## src/rtl/store_buffer.sv

```systemverilog
// In-order store buffer between the core data port and a valid/ready data memory, with youngest-match load forwarding.
// Optional build macro STORE_BUFFER_COALESCE_EN merges a store into the youngest entry when the addresses match.
module store_buffer #(
  parameter int DEPTH = 4,
  parameter int AW    = 32,
  parameter int DW    = 32
) (
  input  logic          clk,
  input  logic          reset,
  input  logic          cpu_we,
  input  logic [AW-1:0] cpu_addr,
  input  logic [DW-1:0] cpu_wdata,
  output logic [DW-1:0] cpu_rdata,
  output logic          cpu_stall,
  output logic [AW-1:0] mem_raddr,
  input  logic [DW-1:0] mem_rdata,
  output logic          mem_wvalid,
  output logic [AW-1:0] mem_waddr,
  output logic [DW-1:0] mem_wdata,
  input  logic          mem_wready,
  output logic          empty
);

  localparam int PW = $clog2(DEPTH);

  typedef struct packed {
    logic [AW-1:0] addr;
    logic [DW-1:0] data;
  } entry_t;

  entry_t        entries [DEPTH];
  logic [PW-1:0] head;
  logic [PW-1:0] tail;
  logic [PW-1:0] youngest;
  logic [PW:0]   count;
  logic          full;
  logic          pop;
  logic          push;
  logic          coalesce;

  assign full       = (count == (PW+1)'(DEPTH));
  assign empty      = (count == '0);
  assign mem_wvalid = ~empty;
  assign mem_waddr  = entries[head].addr;
  assign mem_wdata  = entries[head].data;
  assign mem_raddr  = cpu_addr;
  assign pop        = mem_wvalid & mem_wready;
  assign youngest   = tail - PW'(1);

`ifdef STORE_BUFFER_COALESCE_EN
  logic youngest_hit;
  assign youngest_hit = ~empty && (entries[youngest].addr == cpu_addr);
  // The head being drained this cycle cannot absorb a merge; full implies count>1 so stall never sees mem_wready.
  assign coalesce  = cpu_we & youngest_hit & ((count > (PW+1)'(1)) | ~pop);
  assign cpu_stall = cpu_we & full & ~youngest_hit;
`else
  assign coalesce  = 1'b0;
  assign cpu_stall = cpu_we & full;
`endif

  assign push = cpu_we & ~cpu_stall & ~coalesce;

  always_ff @(posedge clk or negedge reset) begin
    if (!reset) begin
      head  <= '0;
      tail  <= '0;
      count <= '0;
    end else begin
      if (push) tail <= tail + PW'(1);
      if (pop)  head <= head + PW'(1);
      case ({push, pop})
        2'b10:   count <= count + (PW+1)'(1);
        2'b01:   count <= count - (PW+1)'(1);
        default: count <= count;
      endcase
    end
  end

  // Payload is not reset; validity comes solely from head/count.
  always_ff @(posedge clk) begin
    if (push) begin
      entries[tail] <= '{addr: cpu_addr, data: cpu_wdata};
    end else if (coalesce) begin
      entries[youngest].data <= cpu_wdata;
    end
  end

  // Scan oldest to youngest so the last match wins.
  always_comb begin
    logic [PW-1:0] idx;
    idx       = '0;
    cpu_rdata = mem_rdata;
    for (int i = 0; i < DEPTH; i++) begin
      idx = head + PW'(i);
      if (((PW+1)'(i) < count) && (entries[idx].addr == cpu_addr)) begin
        cpu_rdata = entries[idx].data;
      end
    end
  end

endmodule

```

## config.mk

```make
export PLATFORM = sky130hd
export DESIGN_NAME = store_buffer
export DESIGN_NICKNAME = d
export VERILOG_FILES = /design/src/rtl/store_buffer.sv
export SDC_FILE = /design/constraint.sdc
export NUM_CORES = 1
export LEC_CHECK = 0
export CAP_MARGIN = 0
export CORE_AREA = 3 3 317 241
export CTS_CLUSTER_DIAMETER = 100
export DETAILED_ROUTE_END_ITERATION = 8
export DIE_AREA = 0 0 320 244
export PLACE_DENSITY = 0.45
export RECOVER_POWER = 25
export SLEW_MARGIN = 20
export SYNTH_ARGS = -nofsm -noshare
export SYNTH_HDL_FRONTEND = slang
export SYNTH_SLANG_ARGS = --single-unit
```

## constraint.sdc

```tcl
create_clock -name clk -period 4.37 [get_ports clk]
set_clock_uncertainty 0.2 [all_clocks]
set_input_delay 0.874 -clock clk [delete_from_list [all_inputs] [get_ports clk]]
set_output_delay 0.874 -clock clk [all_outputs]
set_load 0.03 [all_outputs]
```

## After elaboration in Yosys (flattened, before gate mapping)

Memories as Yosys holds them, arrays and structs flattened.
Cells that the tools add are included.

| operators by class | value |
|---|---|
| add/sub/neg operators | 6 |
| multiply operators | 0 |
| div/mod/pow operators | 0 |
| magnitude comparators | 4 |
| equal/unequal tests | 7 |
| shifts and indexed selects | 0 |
| muxes and demuxes | 7 |
| bitwise operators | 5 |
| reductions and logical operators | 6 |

Operator list:

| cell | number |
|---|---|
| $eq A32 B32 Y1 | 4 |
| $mux W32 | 4 |
| $lt A1 B3 Y1 const A | 2 |
| $lt A2 B3 Y1 const A | 2 |
| $pmux W3 S2 | 1 |
| $add A2 B1 Y2 const B | 2 |
| $add A2 B2 Y2 const B | 2 |
| $logic_and A1 B1 Y1 | 4 |
| $add A3 B1 Y3 const B | 1 |
| $and A1 B1 Y1 | 3 |
| $eq A3 B3 Y1 const B | 1 |
| $logic_not A3 Y1 | 1 |
| $sub A3 B1 Y3 const B | 1 |
| $eq A2 B1 Y1 const B | 1 |
| $eq A2 B2 Y1 const B | 1 |
| $mux W1 | 2 |
| $not A1 Y1 | 2 |
| $reduce_bool A2 Y1 | 1 |

| word-level totals | value |
|---|---|
| register bits | 7 |
| latch bits | 0 |
| bits in writable memories | 256 |
| memory bits (read-only) | 0 |
| input bits | 100 |
| output and inout port bits | 131 |
| word-level logic and storage cells | 39 |
| memories | 1 |

Memory list:

| name | words | bits a word | read ports | clocked after memory_dff | wr ports | line | text |
|---|---|---|---|---|---|---|---|
| entries | 4 | 64 | 4 | 0 | 1 | 31 | `entry_t entries [DEPTH];` |

## Logic depth before layout (Yosys ltp)

Gate-level depths: netlist (run 1).
An unclocked memory read counts as a cell.

| logic depth | value |
|---|---|
| word-level depth | 7 |
| depth in mapped cells | 17 |
| depth with buffers taken out | 10 |

## Worst setup path before layout (run 1)

OpenSTA, ideal clock, no wires.

| timing | value |
|---|---|
| kind | reg2out |
| from | reg head[0] |
| to | out cpu_rdata[9] |
| data arrival time | 4045 ps |
| required time | 3296 ps |
| setup slack | -749 ps |
| cell stages (with the launch flop) | 14 |
| buffers on the path | 5 |
| path through | dfrtp_1 -> buf_6 -> buf_8 -> buf_4 -> inv_1 -> buf_6 -> mux2i_1 -> xor2_1 -> or4_4 -> a2111oi_4 -> clkbuf_1 -> and3_1 -> a211oi_1 -> o32ai_1 |

| between the ends | value |
|---|---|
| word-level cells in the longest chain between the ends | 7 |
| elaborated cells on any way between the ends | 16 |
| those cells by class | add/sub: 3; eq/ne: 4; mux: 4; reduce/logical: 4; memory: 1 |

RTL lines:

| what | line | text |
|---|---|---|
| start: declaration | 32 | `logic [PW-1:0] head;` |
| start signal: assignment | 70 | `if (pop) head <= head + PW'(1);` |
| $mem_v2 Z4 W64 | - |  |
| net mem_waddr[31] | 18 | `output logic [AW-1:0] mem_waddr,` |
| $eq A32 B32 Y1 | 95 | `if (((PW+1)'(i) < count) && (entries[idx].addr == cpu_addr)) begin` |
| $logic_and A1 B1 Y1 | 95 |  |
| $mux W32 (4 in series) | 95 |  |
| end: declaration | 13 | `output logic [DW-1:0] cpu_rdata,` |

The timed path passes the listed nets, and every way through them passes these cells.

## Final worst setup path (run 1)

| timing | value |
|---|---|
| from | reg head[0] |
| to | out cpu_rdata[11] |

| between the ends | value |
|---|---|
| word-level cells in the longest chain between the ends | 7 |
| elaborated cells on any way between the ends | 16 |
| those cells by class | add/sub: 3; eq/ne: 4; mux: 4; reduce/logical: 4; memory: 1 |

RTL lines:

| what | line |
|---|---|
| $add A2 B1 Y2 or $mem_v2 Z4 W64 (tied branches) | - |
| $mem_v2 Z4 W64 (*) | - |
| $eq A32 B32 Y1 or $logic_and A1 B1 Y1 (tied branches) | 95 |
| $logic_and A1 B1 Y1 or $mux W32 (tied branches) | 95 |
| $mux W32 (2 in series) | 95 |
| $mux W32 (*) | 95 |

Every way passes the cells marked *; elsewhere a longest branch is shown, timed or not.

==> impl_metrics.json, run 1 <==
{
  "num_io_pins": 231,
  "port_buffers": 230,
  "ys_seq_elements": 263,
  "ys_top_cells_by_area": "edfxtp_1 (42%), mux2i_1 (12%), mux4_2 (7.8%), xnor2_1 (3.9%), mux2_2 (3.0%)",
  "first_iter_violations": 1333,
  "violations": "setup timing",
  "cts.clk_slew.worst_paths_ps": 60,
  "syn_area_um2": 18300,
  "end_kind": "output pin",
  "synth_top_cell_area_share": 0.421,
  "start_kind": "flip-flop",
  "regArea_um2": 7870,
  "final_cell_count_no_fill": 3170,
  "clk_latency_ps": 540,
  "setup_violations": 32,
  "finalSetupTns_ps": -32630,
  "whs_ps": 393,
  "placed_area_um2": 24700,
  "path_max_fanout": 8,
  "row_count": 86,
  "dp_cells": 3030,
  "synth-edff-count": 256,
  "ys_seq_area_frac": 0.430,
  "yosysUniqueCellTypes": 79,
  "fillers": 7066,
  "critPathKind": "reg2out",
  "finalCritPeriodShare": 1.25,
  "syn_inst": 1557,
  "clock_path_buffers": 3,
  "power_per_cell_area_nw_per_um2": 694,
  "grt_max_degree": 65,
  "dp_hpwl_um": 56600,
  "ys_top_cells_by_count": "edfxtp_1 (256), mux2i_1 (226), nand2_1 (121), xnor2_1 (81), a21oi_1 (72)",
  "fin_nets": 2278,
  "synthesis.nets": 1666,
  "min_period_ps": 5480,
  "cts_hold_buf": 0,
  "grt_use_total": 0.196,
  "syn_to_final_growth_pct": 54.6,
  "cts-root-buf": "clkbuf_16",
  "grt_remaining_overflow": 0,
  "ant_nets": 0,
  "grt_pass1_vias": 16400,
  "setup_slack_ps": -1110,
  "routedWlPerCell_um": 25.3,
  "drtPass1Iterations": 7,
  "drive_gt1_frac": 0.412,
  "worstPathArrival_ps": 4400,
  "max-vdd-ir-drop_uv": 400,
  "status": "finished with violations",
  "worstPathRequired_ps": 3300,
  "start_util": 0.249,
  "synth_area_per_cell_um2": 11.7,
  "drc": 0,
  "multiInputGateArea_um2": 10600,
  "die_h_um": 244,
  "synth.most_common_cell": "edfxtp_1",
  "maxCapViolCount": 0,
  "routed_wl_um": 80300,
  "async_flop_share": 0.0266,
  "tritoncts": "yes",
  "grt_pass1_wl_um": 113000,
  "max_slew_margin": 0.503,
  "yosys_warnings": 0,
  "vias_per_cell": 5.17,
  "cts_buffers": 35,
  "die_w_um": 320,
  "dieArea_um2": 78100,
  "place_congestion": 0.930,
  "num_vias": 16400,
  "drv_slew": 0,
  "ys.flop_type": "edfxtp_1",
  "yosysTopAreaCell": "edfxtp_1",
  "fin_area_um2": 28200,
  "hp-class": "reg2reg",
  "worstMarginPinSlew_ps": 746,
  "fmax_mhz": 183,
  "final_hold_viol_count": 0,
  "htree_num_levels": 2,
  "antenna_found_initial": 11,
  "leakagePower_nw": 10.9,
  "rsz0062_at_grt": "true",
  "core_area_um2": 73400,
  "cts_sinks": 263
}
-- layer usage --
metal	track usage	up-vias	wire, um
met2	0.299	561	35300
met1	0.275	8373	37200
met3	0.0477	110	5930
met4	0.0557	6	1820
li1	-	7325	-
met5	0	-	40
-- report_power, final --
part           total (mW)  internal, mW  switching [mW]
Combinational        13.0          6.06            6.95
Clock                3.00          1.83            1.17
Sequential           3.58          3.34           0.242
Total                19.6          11.2            8.36
-- sequential cells by signal (all words and copies together) (netlist names) --
register  cells
entries     256
count         3
head          2
tail          2
-- critical path: stages (launching register included) --
cell	delay (ps)
dfrtp_4	520
buf_12	180
buf_6	110
mux4_2	510
xnor2_2	130
buf_4	170
nand4_1	110
nor3_2	230
nand3b_1	110
or4b_4	660
buf_4	190
buf_12	150
buf_12	150
o311ai_2	300
o2bb2ai_2	160
buf_6	150
-- worst paths after layout --
path / from / slack (ps) / end / cells after the start
worst max-delay path: head[0] / -1110 / cpu_rdata[11] / 15
worst min-delay path: count[0] / 390 / count[0] / 2
worst max register to register: count[1] / 1600 / entries[2][33] / 6
worst min register to register: count[0] / 390 / count[0] / 2
max in group asynchronous: reset / 3190 / head[0] / 1
min in group asynchronous: reset / 480 / tail[0] / 1
-- metrics by stage --
step	utilization	setup slack, ps	total power, mW
after global placement	0.337	-1290	15.3
final	0.385	-1110	19.6
after CTS	0.373	-1130	19.3
after floorplan	-	-134	10.2
after global routing	0.385	-1190	20.5
after detailed placement	0.337	-1240	15.3
-- repair_timing --
item	4_1_cts	5_1_grt
gates cloned	13	8
pin swaps	33	42
setup buffers	42	15
setup endpoints to repair	60	35
resized for setup	156	105
-- cell usage in the layout, fill, tap and decap left out, types with 26 or more instances in the layout --
cell type	n
clkdlybuf4s50_1	148
edfxtp_1	256
buf_4	449
mux2_2	49
nand2_1	119
dlygate4sd3_1	40
nor2_1	52
nand2b_1	26
buf_6	37
mux4_2	63
mux2i_1	207
xnor2_1	67
clkbuf_16	44
a21oi_1	55
buf_12	43
and3_1	33
-- cell families after synthesis --
logic type,count (synthesis),share of synthesized area
and+or+nand+nor,346,0.0963
muxes,341,0.234
AOI/OAI and AO/OA,306,0.126
DFF,263,0.430
buffers and inverters,199,0.0625
xor gates and xnor gates,93,0.0446
adders and majority gates,9,0.00617
-- area by class of cell --
cell class	count	area share
clock buffers	42	0.0331
diodes	6	0.000532
inverters	25	0.00350
flip-flops and latches	263	0.279
well taps	968	0.0429
clock inverters	22	0.00908
repair buffers	749	0.257
multi-input cells	1095	0.375
Note: power is estimated with default switching activity, not from simulation.
==> inputs of run 2 (changes only) <==
--- a/config.mk
+++ b/config.mk
@@ -10,7 +10,7 @@
 export CTS_CLUSTER_DIAMETER = 100
 export DETAILED_ROUTE_END_ITERATION = 8
 export DIE_AREA = 0 0 320 244
-export PLACE_DENSITY = 0.45
+export PLACE_DENSITY = 0.44
 export RECOVER_POWER = 25
 export SLEW_MARGIN = 20
 export SYNTH_ARGS = -nofsm -noshare
==> constraint.sdc (replaced) <==
create_clock -name clk -period 6.25 [get_ports clk]
set_clock_uncertainty 0.2 [all_clocks]
set_input_delay 1.25 -clock clk [delete_from_list [all_inputs] [get_ports clk]]
set_output_delay 1.25 -clock clk [all_outputs]
set_load 0.03 [all_outputs]
==> run 2 against run 1 <==
  * The run now ends clean
  * Register-to-register slack better by 1500 ps
  * Final cell count down 11%
  * Worst setup slack better by 1200 ps
  * Clock power down 35%
  * Sequential share of layout area up 5.6 points
  * Clock-buffer cell count down 1
  * Critical path depth down 3
  * Critical path type is now in2out
  * Critical endpoint is now cpu_rdata[29]
==> impl_metrics.json, run 2 (synthesized netlist as in run 1, its figures left out) <==
{
  "status": "completed",
  "worstPathRequired_ps": 4800,
  "hp-class": "reg2reg",
  "critPathKind": "in2out",
  "largestRegisters": "entries x256, count x3",
  "cts-root-buf": "clkbuf_16",
  "layout_commonest_cell": "edfxtp_1",
  "clk_latency_ps": 540,
  "drtPass1Iterations": 5,
  "grt_use_total": 0.178,
  "grt_max_degree": 130,
  "dp_hpwl_um": 53300,
  "core_area_um2": 73400,
  "antenna_found_initial": 15,
  "rsz0062_at_grt": "false",
  "row_count": 86,
  "num_io_pins": 231,
  "max-vdd-ir-drop_uv": 351,
  "crit_top_cell": "buf_4",
  "cts.clk_slew.worst_paths_ps": 60,
  "grt_remaining_overflow": 0,
  "dieArea_um2": 78100,
  "finalCritPeriodShare": 0.992,
  "mostFrequentLayoutCells": "edfxtp_1 (256), mux2i_1 (223), buf_4 (185), clkdlybuf4s50_1 (158), nand2_1 (121)",
  "setup_violations": 0,
  "first_iter_violations": 1266,
  "syn_to_final_growth_pct": 28.7,
  "clock_path_buffers": 3,
  "maxCapViolCount": 0,
  "worstPathArrival_ps": 4750,
  "place_congestion": 0.939,
  "routed_wl_um": 71500,
  "routedWlPerCell_um": 25.3,
  "power_per_cell_area_nw_per_um2": 497,
  "path_max_fanout": 5,
  "grt_pass1_wl_um": 103000,
  "tritoncts": "yes",
  "min_period_ps": 6200,
  "die_h_um": 244,
  "regMostFlops": "entries",
  "drc": 0,
  "cts_hold_buf": 0,
  "largest_reg_flops": 256,
  "cts_buffers": 35,
  "drive_gt1_frac": 0.223,
  "port_buffers": 230,
  "whs_ps": 376,
  "max_slew_margin": 0.384,
  "cts_sinks": 263,
  "final_hold_viol_count": 0,
  "grt_pass1_vias": 14600,
  "vias_per_cell": 5.18,
  "fmax_mhz": 161,
  "drv_slew": 0,
  "start_util": 0.249,
  "start_kind": "primary input",
  "slowest_stage": "clkdlybuf4s50_1",
  "total_power_mw": 11.7,
  "num_vias": 14600,
  "cp_cell_sequence": "clkdlybuf4s50_1 > o21ai_0 > a2111o_1 > a221o_1 > nor4_2 > buf_4 > and2_1 > buf_12 > buf_4 > a211oi_2 > o32ai_1 > buf_4",
  "worstMarginPinSlew_ps": 925,
  "ant_nets": 0,
  "leakagePower_nw": 8.52,
  "placed_area_um2": 22200,
  "htree_num_levels": 2,
  "fin_nets": 1940,
  "fin_area_um2": 23500,
  "end_kind": "output pin",
  "die_w_um": 320,
  "cpPeakStageDelay_ps": 620
}
[run 2: cell types whose count changed in the layout (fill, tap and decap cells not counted), sizes merged, moves of 3 or more]
cell | previous run | this run
buf | 545 | 208
clkdlybuf4s50 | 148 | 158
clkbuf | 53 | 48
dlygate4sd3 | 40 | 37
bufbuf | 3 | 0
[run 2: timing repair]
| item | in CTS | in global routing |
|---|---|---|
| resized for setup | 11 | 23 |
| endpoints found under the setup margin | 26 | 28 |
| gates cloned | 0 | 1 |
| buffers inserted | 9 | 2 |
| pin swaps | 2 | 3 |
[run 2: final timing paths]
kind | slack [ps] | endpoint | cells after the start | from
hold / removal | 380 | count[1] | 2 | count[1]
max in group asynchronous | 4700 | head[0] | 1 | reset
min in group asynchronous | 850 | tail[0] | 1 | reset
setup / recovery | 50 | cpu_rdata[29] | 12 | cpu_addr[26]
hold reg to reg | 380 | count[1] | 2 | count[1]
setup reg to reg | 3140 | entries[1][54] | 5 | count[0]
[run 2: critical path, delay by kind of cell]
kind	cells	cell delay, ps
AND/OR/NAND/NOR	2	500
buffers and inverters	5	1320
AO/OA/AOI/OAI	5	1680
[run 2: per-stage QoR]
| step | utilization | setup TNS [ps] | instances | setup WS (ps) |
|---|---|---|---|---|
| after floorplan | - | 0 | 1557 | 642 |
| after global placement | 0.302 | -786 | 2750 | -393 |
| after detailed placement | 0.302 | -1660 | 2750 | -303 |
| after CTS | 0.319 | 0 | 2821 | 6.02 |
| after global routing | 0.320 | 0 | 2828 | 0.146 |
| final | 0.320 | 0 | 2828 | 50.9 |
[run 2: report_power, final]
part / total [mW] / internal [mW] / leakage, nW / switching [mW]
logic: 7.18 / 2.96 / 5.56 / 4.22
registers: 2.55 / 2.34 / 2.42 / 0.213
clock network: 1.94 / 1.16 / 0.537 / 0.783
[run 2: layout make-up]
class                      count  area [um^2]
antenna                        4         10.0
clock buffer                  41          898
clock inverter                21          190
fill                        7410        49900
inverter                      25         95.1
multi-input combinational   1095         9400
sequential                   263         7870
tap                          968         1210
timing repair buffer         411         3830
[run 2: layer usage]
metal | up-vias | global-route usage | routed length [um]
li1 | 6637 | - | -
met3 | 78 | 0.0251 | 3830
met5 | - | 0 | 27
met1 | 7505 | 0.259 | 34500
met2 | 422 | 0.278 | 32000
met4 | 4 | 0.0438 | 1220
==> inputs of run 3 (changes only) <==
--- a/config.mk
+++ b/config.mk
@@ -10,6 +10,7 @@
 export CTS_CLUSTER_DIAMETER = 100
 export DETAILED_ROUTE_END_ITERATION = 8
 export DIE_AREA = 0 0 320 244
+export MAX_ROUTING_LAYER = met4
 export PLACE_DENSITY = 0.44
 export RECOVER_POWER = 25
 export SLEW_MARGIN = 20
==> constraint.sdc (replaced) <==
create_clock -name clk -period 6.25 [get_ports clk]
set_clock_uncertainty 0.2 [all_clocks]
set_input_delay 1.25 -clock clk [delete_from_list [all_inputs] [get_ports clk]]
set_output_delay 1.25 -clock clk [all_outputs]
set_load 0.05 [all_outputs]
==> run 3 against run 2 <==
  * Clock-buffer cell count is 1 higher
  * First-iteration DRC count is 12% lower
  * Routed wire length is 1.4% lower
  * Worst setup slack better by 20 ps
  * Worst hold slack better by 20 ps
  * Non-clock buffer count is 36 lower
==> impl_metrics.json, run 3 (synthesized netlist as in run 1, its figures left out) <==
{
  "tritoncts": "yes",
  "leakagePower_nw": 8.40,
  "fmax_mhz": 162,
  "rsz0062_at_grt": "false",
  "whs_ps": 396,
  "ant_nets": 0,
  "first_iter_violations": 1116,
  "dp_cells": 2717,
  "clk_latency_ps": 540,
  "grt_remaining_overflow": 0,
  "drv_slew": 0,
  "worstPathRequired_ps": 4800,
  "num_io_pins": 231,
  "max-vdd-ir-drop_uv": 191,
  "max_slew_margin": 0.323,
  "reg2reg_depth": 5,
  "grt_max_degree": 68,
  "min_period_ps": 6180,
  "pwr-share-comb": 0.624,
  "row_count": 86,
  "slowest_stage": "clkdlybuf4s50_1",
  "final_cell_count_no_fill": 2789,
  "drc": 0,
  "core_area_um2": 73400,
  "dieArea_um2": 78100,
  "path_max_fanout": 22,
  "total_power_mw": 12.2,
  "drtPass1Iterations": 5,
  "clock_power_share": 0.167,
  "worstReg2RegStart": "count[0]",
  "cts.clk_slew.worst_paths_ps": 50,
  "reg2reg_slack_ps": 3040,
  "cpPeakStageDelay_ps": 570,
  "hp-start": "count[1]",
  "syn_to_final_growth_pct": 27.5,
  "finalCritPeriodShare": 0.989,
  "vias_per_cell": 5.18,
  "grt_use_total": 0.182,
  "antenna_found_initial": 10,
  "setup_violations": 0,
  "mostFrequentLayoutCells": "edfxtp_1 (256), mux2i_1 (225), clkdlybuf4s50_1 (157), buf_4 (149), nand2_1 (121)",
  "grt_pass1_wl_um": 102000,
  "drive_gt1_frac": 0.206,
  "cts-root-buf": "clkbuf_16",
  "cts_sinks": 263,
  "final_hold_viol_count": 0,
  "hp-class": "reg2reg",
  "regMostFlops": "entries",
  "crit_top_cell": "buf_4",
  "power_per_cell_area_nw_per_um2": 522,
  "num_vias": 14400,
  "cts_buffers": 36,
  "worstHoldEndpoint": "count[1]",
  "cts_hold_buf": 0,
  "start_util": 0.249,
  "r2r_end": "entries[2][11]",
  "status": "completed",
  "p_sw_frac": 0.470,
  "dp_hpwl_um": 52300,
  "largest_reg_flops": 256,
  "die_w_um": 320,
  "worstPathArrival_ps": 4730,
  "seqPwrFrac": 0.210,
  "dpl_worst_slack_ps": -427,
  "place_congestion": 0.926,
  "fin_nets": 1905,
  "worstMarginPinSlew_ps": 1020,
  "hold_depth": 2,
  "grt_pass1_vias": 14300,
  "maxCapViolCount": 0,
  "clock_path_buffers": 3,
  "largestRegisters": "entries x256, count x3",
  "cp_cell_sequence": "clkdlybuf4s50_1 > buf_4 > buf_4 > o2bb2ai_1 > nor4_2 > o2111ai_1 > a221oi_4 > nand2_4 > buf_4 > a211oi_1 > o32ai_2 > buf_4",
  "intPower_mw": 6.45,
  "routed_wl_um": 70500,
  "setup_slack_ps": 70.5,
  "layout_commonest_cell": "edfxtp_1",
  "routedWlPerCell_um": 25.3,
  "start_kind": "primary input",
  "critPathKind": "in2out",
  "end_kind": "output pin",
  "htree_num_levels": 2,
  "power.switching_mw": 5.72,
  "die_h_um": 244,
  "port_buffers": 230
}
## run 3: metrics by stage
step | setup TNS (ps) | cell area (um^2) | util
3_3_place_gp | -12640 | 21900 | 0.299
6_report | 0 | 23300 | 0.317
5_1_grt | 0 | 23300 | 0.317
2_1_floorplan | 0 | 18300 | -
4_1_cts | 0 | 23300 | 0.317
3_5_place_dp | -5850 | 21900 | 0.299
## run 3: cell type report
| class | instances | area [um^2] |
|---|---|---|
| fill | 7382 | 50100 |
| antenna | 3 | 7.51 |
| multi-input combinational | 1095 | 9390 |
| sequential | 263 | 7870 |
| timing repair buffer | 375 | 3580 |
| clock buffer | 42 | 945 |
| clock inverter | 18 | 189 |
| inverter | 25 | 95.1 |
| tap | 968 | 1210 |
## run 3: worst max-delay path by stage
stage,from,endpoint,slack [ps],cells past startpoint
finish,cpu_addr[19],cpu_rdata[5],70,12
global placement,cpu_addr[1],cpu_rdata[24],-500,15
global route,cpu_addr[19],cpu_rdata[22],0.2,12
CTS,cpu_addr[13],cpu_rdata[29],20,12
detailed placement,cpu_addr[2],cpu_rdata[29],-430,11
floorplan,head[0],cpu_rdata[9],10,13
## run 3: timing repair
action                                  4_1_cts  5_1_grt
resized for setup                            14       12
endpoints found under the setup margin       32       30
pin swaps                                     1        1
buffers inserted                              9        0
## run 3: worst max-delay path, delay by kind of cell
kind                   cells  cell delay (ps)
and+or+nand+nor            2              540
AOI/OAI and AO/OA          5             1400
buffers and inverters      5             1490
## run 3: per-layer routing
layer	up-vias	global-route usage	wire length, um
met1	7349	0.252	33300
met4	0	0.0419	1330
met2	455	0.271	31000
met3	80	0.0424	4870
met5	-	-	0
li1	6556	-	-
## run 3: power by group through the flow
stage | clock network, mW | registers (mW) | logic (mW)
final | 2.03 | 2.55 | 7.59
after global routing | 2.16 | 2.59 | 8.02
after CTS | 2.09 | 2.55 | 7.59
after detailed placement | 0 | 2.65 | 7.37
after global placement | 0 | 2.64 | 7.37
after floorplan | 0 | 2.51 | 5.05
